`src/rtl/id_ex_stage.sv`:
```
// ID/EX pipeline register with load-use hazard detection, bubble insertion and branch/jump squash.
// Also counts inserted load-use bubbles in a saturating counter.
module id_ex_stage #(
    parameter int DATA_W = 32,
    parameter int REG_W  = 5,
    parameter int CNT_W  = 16
) (
    input  logic              clk,
    input  logic              rst,
    input  logic              id_valid,
    input  logic              regdst,
    input  logic              jump,
    input  logic              branch,
    input  logic              memRead,
    input  logic              memToReg,
    input  logic              memWrite,
    input  logic              aluSrc,
    input  logic              regWrite,
    input  logic [1:0]        aluOp,
    input  logic [DATA_W-1:0] id_pc4,
    input  logic [DATA_W-1:0] id_rs_data,
    input  logic [DATA_W-1:0] id_rt_data,
    input  logic [DATA_W-1:0] id_imm,
    input  logic [REG_W-1:0]  id_rs,
    input  logic [REG_W-1:0]  id_rt,
    input  logic [REG_W-1:0]  id_rd,
    input  logic              flush,
    input  logic              hold,
    output logic              stall,
    output logic              ex_valid,
    output logic              ex_regdst,
    output logic              ex_jump,
    output logic              ex_branch,
    output logic              ex_memRead,
    output logic              ex_memToReg,
    output logic              ex_memWrite,
    output logic              ex_aluSrc,
    output logic              ex_regWrite,
    output logic [1:0]        ex_aluOp,
    output logic [DATA_W-1:0] ex_pc4,
    output logic [DATA_W-1:0] ex_rs_data,
    output logic [DATA_W-1:0] ex_rt_data,
    output logic [DATA_W-1:0] ex_imm,
    output logic [REG_W-1:0]  ex_rs,
    output logic [REG_W-1:0]  ex_rt,
    output logic [REG_W-1:0]  ex_wreg,
    output logic [CNT_W-1:0]  bubble_cnt
);

    localparam int CTRL_W      = 10;
    localparam int CTRL_MEMRD  = 6;

    logic [CTRL_W-1:0] ctrl_in;
    logic [CTRL_W-1:0] ctrl_d, ctrl_q;
    logic              valid_d, valid_q;
    logic [REG_W-1:0]  wreg_d, wreg_q;
    logic [REG_W-1:0]  rs_d, rs_q, rt_d, rt_q;
    logic [DATA_W-1:0] pc4_d, pc4_q;
    logic [DATA_W-1:0] rs_data_d, rs_data_q;
    logic [DATA_W-1:0] rt_data_d, rt_data_q;
    logic [DATA_W-1:0] imm_d, imm_q;
    logic [CNT_W-1:0]  cnt_d, cnt_q;
    logic              uses_rs, uses_rt, hazard, slot_live;

    assign ctrl_in = {regdst, jump, branch, memRead, memToReg, memWrite, aluSrc, regWrite, aluOp};

    // Hazard: a live load in EX writes a nonzero register that the ID instruction reads.
    always_comb begin
        uses_rs = !jump;
        uses_rt = !aluSrc | memWrite | branch;
        hazard  = id_valid & valid_q & ctrl_q[CTRL_MEMRD] & (wreg_q != '0)
                & ((uses_rs & (wreg_q == id_rs)) | (uses_rt & (wreg_q == id_rt)));
        stall   = hold | (hazard & !flush);
    end

    always_comb begin
        ctrl_d    = ctrl_q;
        valid_d   = valid_q;
        wreg_d    = wreg_q;
        rs_d      = rs_q;
        rt_d      = rt_q;
        pc4_d     = pc4_q;
        rs_data_d = rs_data_q;
        rt_data_d = rt_data_q;
        imm_d     = imm_q;
        cnt_d     = cnt_q;
        slot_live = 1'b0;
        if (!hold) begin
            // Squashed, bubbled and empty slots all carry zeroed control so EX can't commit anything.
            slot_live = id_valid & !flush & !hazard;
            valid_d   = slot_live;
            ctrl_d    = slot_live ? ctrl_in : '0;
            wreg_d    = slot_live ? (regdst ? id_rd : id_rt) : '0;
            rs_d      = id_rs;
            rt_d      = id_rt;
            pc4_d     = id_pc4;
            rs_data_d = id_rs_data;
            rt_data_d = id_rt_data;
            imm_d     = id_imm;
            if (hazard && !flush && (cnt_q != '1))
                cnt_d = cnt_q + CNT_W'(1);
        end
    end

    always_ff @(posedge clk) begin
        if (rst) begin
            ctrl_q    <= '0;
            valid_q   <= 1'b0;
            wreg_q    <= '0;
            rs_q      <= '0;
            rt_q      <= '0;
            pc4_q     <= '0;
            rs_data_q <= '0;
            rt_data_q <= '0;
            imm_q     <= '0;
            cnt_q     <= '0;
        end else begin
            ctrl_q    <= ctrl_d;
            valid_q   <= valid_d;
            wreg_q    <= wreg_d;
            rs_q      <= rs_d;
            rt_q      <= rt_d;
            pc4_q     <= pc4_d;
            rs_data_q <= rs_data_d;
            rt_data_q <= rt_data_d;
            imm_q     <= imm_d;
            cnt_q     <= cnt_d;
        end
    end

    assign {ex_regdst, ex_jump, ex_branch, ex_memRead, ex_memToReg,
            ex_memWrite, ex_aluSrc, ex_regWrite, ex_aluOp} = ctrl_q;
    assign ex_valid   = valid_q;
    assign ex_wreg    = wreg_q;
    assign ex_rs      = rs_q;
    assign ex_rt      = rt_q;
    assign ex_pc4     = pc4_q;
    assign ex_rs_data = rs_data_q;
    assign ex_rt_data = rt_data_q;
    assign ex_imm     = imm_q;
    assign bubble_cnt = cnt_q;

endmodule

```
`config.mk`:
```
export PLATFORM = sky130hd
export DESIGN_NAME = id_ex_stage
export DESIGN_NICKNAME = d
export VERILOG_FILES = /design/src/rtl/id_ex_stage.sv
export SDC_FILE = /design/constraint.sdc
export NUM_CORES = 1
export LEC_CHECK = 0
export ABC_CLOCK_PERIOD_IN_PS = 2600
export CELL_PAD_IN_SITES_DETAIL_PLACEMENT = 0
export CELL_PAD_IN_SITES_GLOBAL_PLACEMENT = 1
export CORE_ASPECT_RATIO = 0.75
export CORE_MARGIN = 5
export CORE_UTILIZATION = 29
export CTS_CLUSTER_DIAMETER = 30
export DETAILED_ROUTE_END_ITERATION = 8
export PLACE_DENSITY = 0.81
export SYNTH_ARGS = -nofsm -noshare
export SYNTH_HDL_FRONTEND = slang
export SYNTH_SLANG_ARGS = --single-unit
export TNS_END_PERCENT = 1
```
`constraint.sdc`:
```
create_clock -name clk -period 2.6 [get_ports clk]
set_input_delay 0.39 -clock clk [delete_from_list [all_inputs] [get_ports clk]]
set_output_delay 0.39 -clock clk [all_outputs]
set_load 0.05 [all_outputs]
```
## Word-level counts from Yosys, hierarchy flattened

Cells that the tools add are included.

- Register bits after elaboration: 170
- Input port bits: 158
- Output and inout port bits: 171
- Word-level logic and storage cells: 39

- Add/sub/neg operators: 1
- Eq/ne operators: 3
- Muxes and demuxes: 3
- Bitwise logic cells: 14
- Reductions and logical operators: 8

Operator list:

| kind | count |
|---|---|
| $add A16 B1 Y16 const B | 1 |
| $ne A16 B16 Y1 const B | 1 |
| $eq A5 B5 Y1 | 2 |
| $mux W10 | 1 |
| $mux W5 | 2 |
| $and A1 B1 Y1 | 9 |
| $reduce_bool A5 Y1 | 1 |
| $logic_not A1 Y1 | 4 |
| $or A1 B1 Y1 | 4 |
| $logic_and A1 B1 Y1 | 2 |
| $reduce_and A2 Y1 | 1 |
| $not A1 Y1 | 1 |

## Logic depth before layout (Yosys ltp)

Gate-level depths: netlist of run 1.

- Word-level depth: 9
- Depth in mapped cells: 9
- Gate-level depth less buffers: 7

## Worst setup path after synthesis of run 1

Ideal clock, no wire load.

- Path kind: register -> output
- From: register wreg_q[4] (netlist: ex_wreg[4])
- To: output stall
- Data arrival time: 2552 ps
- Data required time: 2210 ps
- Slack: -342 ps
- Stages on the path, launching flop included: 8
- Path buffers: 2
- Cells stage by stage: dfxtp_1 > xnor2_2 > nand4_1 > o32a_1 > buf_6 > or2_1 > clkbuf_2 > o21bai_1

- Cells in the longest elaborated chain, start to end: 6
- Elaborated cells between the ends (all ways): 10
- Classes of those cells: eq/ne: 2; bitwise: 7; reduce/logical: 1

RTL lines:

| element | RTL line | RTL |
|---|---|---|
| start, declared | 56 | `logic [REG_W-1:0] wreg_d, wreg_q;` |
| start signal, assigned | 120 | `wreg_q <= wreg_d;` |
| $eq A5 B5 Y1 | 72 | `& ((uses_rs & (wreg_q == id_rs)) \| (uses_rt & (wreg_q == id_rt)));` |
| $and A1 B1 Y1 | 72 |  |
| $or A1 B1 Y1 | 72 |  |
| $and A1 B1 Y1 (*) | 72 |  |
| $and A1 B1 Y1 (*) | 73 | `stall = hold \| (hazard & !flush);` |
| $or A1 B1 Y1 (*) | 73 |  |
| end, declared | 29 | `output logic stall,` |

Mark *: on every way between the ends. The rest lies on a longest branch, timed or not.

## Worst setup path in the final report of run 1

- From: input id_rs[3]
- To: output stall

- Cells in the longest elaborated chain, start to end: 6

RTL lines:

| element | RTL line | RTL |
|---|---|---|
| start, declared | 24 | `input logic [REG_W-1:0] id_rs,` |
| $eq A5 B5 Y1 | 72 |  |
| $and A1 B1 Y1 | 72 |  |
| $or A1 B1 Y1 | 72 |  |
| $and A1 B1 Y1 | 72 |  |
| $and A1 B1 Y1 | 73 |  |
| $or A1 B1 Y1 | 73 |  |

Every way passes these cells.

==> results of run 1 <==
synth_stat cells, types with 2 or more instances:
master,instances
a22o_1,10
nand3_1,6
nor4_1,6
mux2_2,2
a21oi_1,5
xnor2_1,15
or4_1,2
nor2_1,151
xnor2_2,2
nor3_1,3
o21ai_0,6
and3_1,2
buf_1,17
nor4b_1,2
nand2b_1,2
and4_1,4
a31o_2,2
nand4_1,5
dfxtp_1,170
nor2b_1,3
mux2i_1,144
clkbuf_1,19
nand2_1,11
tightest hold or removal path: stages:
cell and delay, ps:
buf_6 160, mux2i_1 90, nor2_1 70
timing repair:
action,in CTS,in global routing
hold endpoints to repair,0,0
hold buffers,0,0
resized for setup,1,2
pin swaps,0,1
endpoints found under the setup margin,1,1
report_power, final:
group | switching (mW) | total, mW | internal, mW | leakage, nW
logic | 0.758 | 1.33 | 0.575 | 2.64
registers | 0.0708 | 2.81 | 2.74 | 1.40
clock network | 1.17 | 2.66 | 1.49 | 0.299
through the flow:
| stage | util (%) | hold slack, ps | setup slack [ps] | power (mW) |
|---|---|---|---|---|
| final | 49.7 | 322 | 95.7 | 6.80 |
| after global routing | 49.7 | 306 | 1.85 | 7.09 |
| after CTS | 49.7 | 296 | 23.6 | 6.91 |
| after detailed placement | 46.8 | 460 | -122 | 4.21 |
| after global placement | 46.8 | 458 | -79.0 | 4.20 |
| after floorplan | - | 523 | 150 | 3.62 |
cells in the final DEF, fill, tap and decap left out, drive strengths merged, types with 3 or more instances in the layout:
| cell type | n |
|---|---|
| xnor2 | 17 |
| nand2 | 11 |
| nand4 | 5 |
| nor3 | 3 |
| nor2 | 151 |
| inv | 9 |
| nor4 | 6 |
| buf | 18 |
| a22o | 10 |
| nor2b | 3 |
| clkbuf | 18 |
| clkdlybuf4s50 | 324 |
| a21oi | 5 |
| mux2i | 144 |
| o21ai | 7 |
| dfxtp | 170 |
| and4 | 4 |
| nand3 | 6 |
worst paths after layout:
path / from / to / slack (ps) / cells past startpoint
max: id_rs[3] / stall / 100 / 7
min: hold / ex_rt[0] / 320 / 3
max reg2reg: ex_wreg[3] / bubble_cnt[9] / 420 / 6
min reg2reg: ctrl_q[4] / ctrl_q[4] / 480 / 1
state kept, by name (all words and copies together) (netlist names):
| register | cells |
|---|---|
| ex_rs_data | 32 |
| ex_valid | 1 |
| ctrl_q | 10 |
| bubble_cnt | 16 |
| ex_rt_data | 32 |
| ex_pc4 | 32 |
| ex_rt | 5 |
| ex_wreg | 5 |
| ex_rs | 5 |
| ex_imm | 32 |
logic make-up (layout without fill, tap and decap cells):
group / count (synthesis) / count (layout)
AND/OR/NAND/NOR: 202 / 202
flip-flops: 170 / 170
multiplexers: 146 / 146
buffers and inverters: 40 / 376
AO/OA/AOI/OAI: 29 / 29
XOR/XNOR: 18 / 18
adder cells (fa/ha/maj): 1 / 1
cell type report:
cell class,count,area (µm²)
fillers,1922,10700
clock inverters,14,180
well taps,288,360
multi-input cells,396,2750
inverters,1,3.75
flip-flops and latches,170,3410
repair buffers,343,3420
clock buffers,18,439
routing by layer:
metal / share of wire, % / wire (µm) / GRT usage (%)
met4: 0.96 / 192 / 4.41
met2: 45 / 8980 / 24.0
met3: 8.5 / 1700 / 6.49
met5: 0 / 0 / 0
met1: 46 / 9120 / 19.7
==> metrics.md, run 1 <==
| Metric | Value |
|---|---|
| Sequential fraction of the synthesis area | 54.0% |
| Period utilisation layout | 96.3% |
| P&R area growth vs syn | 67.6% |
| I/O pin total | 329 |
| Largest cells by area after synthesis | dfxtp_1, mux2i_1, nor2_1 |
| Top-area cell type share of the netlist area | 54.0% |
| Slowest cell on crit path | clkdlybuf4s50_1 |
| Chip height | 138 µm |
| Cells after Synth | 606 |
| TritonCTS clock tree | yes |
| Unique masters post-synth | 40 |
| Syn nets | 765 |
| Final Non-Filler Cells | 1230 |
| Final Hold Viols | 0 |
| Vias in the first global route | 5433 |
| Setup TNS | 0 ps |
| Pin count of the biggest net entering global routing | 96 |
| DR iter-0 viols | 176 |
| H-tree Lvls | 4 |
| Post-CTS Repair Setup Buffers | 0 |
| Std cell rows | 46 |
| GRT Util Overall | 15.4% |
| Port buffer count | 328 |
| Routed Antenna Nets | 0 |
| Clock skew | 12.4 ps |
| Crit path largest cell delay | 500 ps |
| Worst Setup Start Kind | primary input |
| RSZ-0062 raised after global routing | no |
| Synth Area in XOR/XNOR | 2.74% |
| Hpwl dp | 14800 µm |
| Post-synthesis mux area share | 23.2% |
| Vias | 5409 |
| Synth Area in Compound Gates | 3.41% |
| Starting density of the core | 29.7% |
| # clock sinks | 170 |
| Post-synthesis cell area | 0.00630 mm² |
| 1st-pass router iterations | 5 |
| Post-Place Cells | 1198 |
| WP buf/inv | 2 |
| Share of layout cells above drive strength 1 | 6.90% |
| Min Tclk post-route | 2500 ps |
| Slew @ Worst Pin | 770 ps |
| CP arrival | 2110 ps |
| Clk buf depth | 2 |
| Simple-gate share of the synthesized area | 13.9% |
| Grt ovf | 0 |
| Dominant combinational cell family by area after synthesis | multiplexers |
| HP Class | primary input to register |
| Critical path, cell by cell | clkdlybuf4s50_1 > xnor2_1 > nand4_1 > o32a_1 > or2_4 > o21bai_4 > buf_12 |
| CTS buffer count | 17 |
| Synthesized-area fraction occupied by adder cells | 0.198% |
| Yosys top cell by area | dfxtp_1 |
| Area of the die | 0.0248 mm² |
| Max VDD drop | 0.398 mV |
| Post-route cell area | 0.0106 mm² |
| Number of synthesized flops with an enable pin | 0 |
| Final-report max-slew violation count | 0 |
| Top delay family on crit path | buffers and inverters |
| Final setup viols | 0 |
| CP endpoint kind | output port |
| Drt total wl | 20000 µm |
| Final GP Congestion | 0.817 |
| Status | finished, final reports clean |
| Skew-Pair Late Insertion Delay | 420 ps |
| Most used DFF post-synth | dfxtp_1 |
| # diodes | 0 |
| Initial antenna violation count | 0 |
| Crit Path Max Fanout | 6 |
| Required time worst endpoint | 2210 ps |
| Clock-pin transition on the worst setup and hold timing paths | 80 ps |
| Synth warn | 0 |
| Async SR Flop Fraction | 0% |
| Syn avg cell area | 10.4 µm² |
| Max-Cap Viols | 0 |
| Leakage | 4.34 nW |
| Worst slew margin | 48.7% |
| Die X | 180 µm |
| Crit Path Category | primary input to output port |
| DRC | 0 |
| Register bit total from synthesis | 170 |
| Layout net count | 1088 |
| Clock root buffer | clkbuf_16 |
| Fmax | 399 MHz |
| Core area | 0.0212 mm² |
| PwrDens | 644 mW/mm² |
| First-pass GRT wire length | 30400 µm |
| Post-DR vias/cell | 4.40 |
| Area after DPL | 0.00993 mm² |
| Routed WL per cell | 16.3 µm |
Note: power is estimated with default switching activity, not from simulation.
==> run 2, diff against run 1 <==
- ABC_CLOCK_PERIOD_IN_PS: 2600 -> 2340
- CTS_CLUSTER_DIAMETER: 30 -> 60
- clock period: 2.6 -> 2.34 ns (I/O delays scaled with it)
==> run 2 against run 1 <==
  * Clock-buffer cell count stayed put
  * Routed wire length is 0.14% higher
  * Die area stayed put
  * Final area is 0.44% higher
  * Flip-flop and latch count stayed put
  * Via count is 0.44% higher
  * Worst setup slack worse by 74 ps
  * First-iteration DRC count is 44% higher
  * Critical path depth is 1 lower
  * Sequential power is 11% higher
  * Critical path type is now register to output port
==> metrics.md, run 2 (same netlist as run 1, synthesis figures left out) <==
| Metric | Value |
|---|---|
| Slowest cell on crit path | dfxtp_4 |
| Setup TNS | 0 ps |
| Final-report max-slew violation count | 0 |
| DR iter-0 viols | 253 |
| CP endpoint kind | output port |
| Worst slew margin | 48.7% |
| Layout net count | 1098 |
| Status | finished, final reports clean |
| Pint | 5.13 mW |
| Top delay family on crit path | compound AO/OA/AOI/OAI gates |
| Leakage | 4.37 nW |
| Clock skew | 6.90 ps |
| Final GP Congestion | 0.810 |
| Required time worst endpoint | 1990 ps |
| # diodes | 0 |
| Clock-pin transition on the worst setup and hold timing paths | 70 ps |
| I/O pin total | 329 |
| H-tree Lvls | 4 |
| CTS Hold Buffers Added | 0 |
| P_sw | 2.22 mW |
| Slew @ Worst Pin | 769 ps |
| Period utilisation layout | 99.1% |
| Final setup viols | 0 |
| Share of layout cells above drive strength 1 | 8.19% |
| Crit Path Max Fanout | 5 |
| Crit Path Category | register to output port |
| Port buffer count | 328 |
| Vias | 5433 |
| Core area | 0.0212 mm² |
| # clock sinks | 170 |
| 1st-pass router iterations | 4 |
| Routed WL per cell | 16.1 µm |
| Clock root buffer | clkbuf_16 |
| Skew-Pair Late Insertion Delay | 420 ps |
| Final Hold Viols | 0 |
| PwrDens | 693 mW/mm² |
| Final Non-Filler Cells | 1240 |
| HP Class | primary input to register |
| Switching fraction of total power | 30.2% |
| Commonest cells after routing, fill and taps aside | clkdlybuf4s50_1, dfxtp_1, nor2_1 |
| First-pass GRT wire length | 30400 µm |
| Combinational share of power | 20.4% |
| GRT Util Overall | 15.3% |
| Max-Cap Viols | 0 |
| Min Tclk post-route | 2320 ps |
| Initial antenna violation count | 0 |
| RSZ-0062 raised after global routing | yes |
| Setup ws final | 21.4 ps |
| DRC | 0 |
| Starting density of the core | 29.7% |
| CTS buffer count | 17 |
| Vias in the first global route | 5501 |
| Die X | 180 µm |
| Power, Total | 7.35 mW |
| CP arrival | 1970 ps |
| Std cell rows | 46 |
| Grt ovf | 0 |
| Register area | 0.00342 mm² |
| Routed Antenna Nets | 0 |
| Area of the die | 0.0248 mm² |
| Sequential share of power | 42.4% |
| Post-Place Cells | 1208 |
| WP buf/inv | 1 |
| Hpwl dp | 14800 µm |
| Post-DR vias/cell | 4.38 |
| Pre-CTS WS | -306 ps |
| Critical path, cell by cell | xnor2_2 > nand4_1 > o32a_1 > or2_4 > o21bai_4 > buf_12 |
| Clk buf depth | 2 |
| P&R area growth vs syn | 68.3% |
| TritonCTS clock tree | yes |
| Filler cell count | 1930 |
| Fmax | 431 MHz |
| Clock power share | 37.2% |
| Finished Core Util | 50.0% |
| Area occupied by multi-input gates | 0.00277 mm² |
| Max VDD drop | 0.334 mV |
| Chip height | 138 µm |
| Crit path largest cell delay | 370 ps |
| Worst Setup Start Kind | register |
| Drt total wl | 20000 µm |
| Pin count of the biggest net entering global routing | 92 |
| Most common cell after layout, fill and taps aside | clkdlybuf4s50_1 |
==> run 2: final timing paths <==
kind         depth (start not counted)  slack (ps)  startpoint    endpoint
max                                  6          20  ex_wreg[0]       stall
min                                  2         280         rst  ex_pc4[21]
max reg2reg                          8         160  ex_wreg[0]   ctrl_q[9]
min reg2reg                          2         470    ex_valid    ex_valid
==> run 2: cell type report <==
| cell class | instances | area share (%) |
|---|---|---|
| timing repair buffer | 353 | 33.0 |
| sequential | 170 | 32.2 |
| multi-input combinational | 396 | 26.1 |
| clock buffer | 18 | 4.14 |
| tap | 288 | 3.40 |
| clock inverter | 14 | 1.17 |
| inverter | 1 | 0.0354 |
==> run 2: timing repair <==
| action | in CTS | in global routing |
|---|---|---|
| resized for setup | 9 | 1 |
| setup buffers | 1 | 0 |
| pin swaps | 5 | 0 |
| setup endpoints to repair | 1 | 2 |
==> run 2: worst reg2reg max path, stage by stage (launching register included) <==
cell and delay (ps):
dfxtp_4 370, xnor2_2 160, nand4_1 100, o32a_1 340, or2_4 270, buf_4 160, buf_4 130, and4b_2 280
a22o_1 260
==> run 2: power groups by stage <==
stage | clock [mW] | combinational (mW) | sequential (mW)
5_1_grt | 2.97 | 1.57 | 3.14
3_3_place_gp | 0 | 1.51 | 3.18
4_1_cts | 2.83 | 1.51 | 3.12
3_5_place_dp | 0 | 1.51 | 3.18
2_1_floorplan | 0 | 0.330 | 3.69
6_report | 2.73 | 1.50 | 3.12
==> run 2: per-stage QoR <==
| step | hold WS (ps) | instance area [µm²] |
|---|---|---|
| 6_report | 284 | 10600 |
| 5_1_grt | 276 | 10600 |
| 4_1_cts | 265 | 10600 |
| 3_5_place_dp | 457 | 10000 |
| 3_3_place_gp | 455 | 10000 |
| 2_1_floorplan | 484 | 6320 |
==> run 2: routing by layer <==
| metal | share of wire (%) | global-route usage (%) | up-vias |
|---|---|---|---|
| met4 | 1.1 | 4.03 | 0 |
| met1 | 45 | 18.9 | 2479 |
| li1 | - | - | 2730 |
| met5 | 0 | 0 | - |
| met2 | 45 | 24.4 | 206 |
| met3 | 9.1 | 7.18 | 18 |
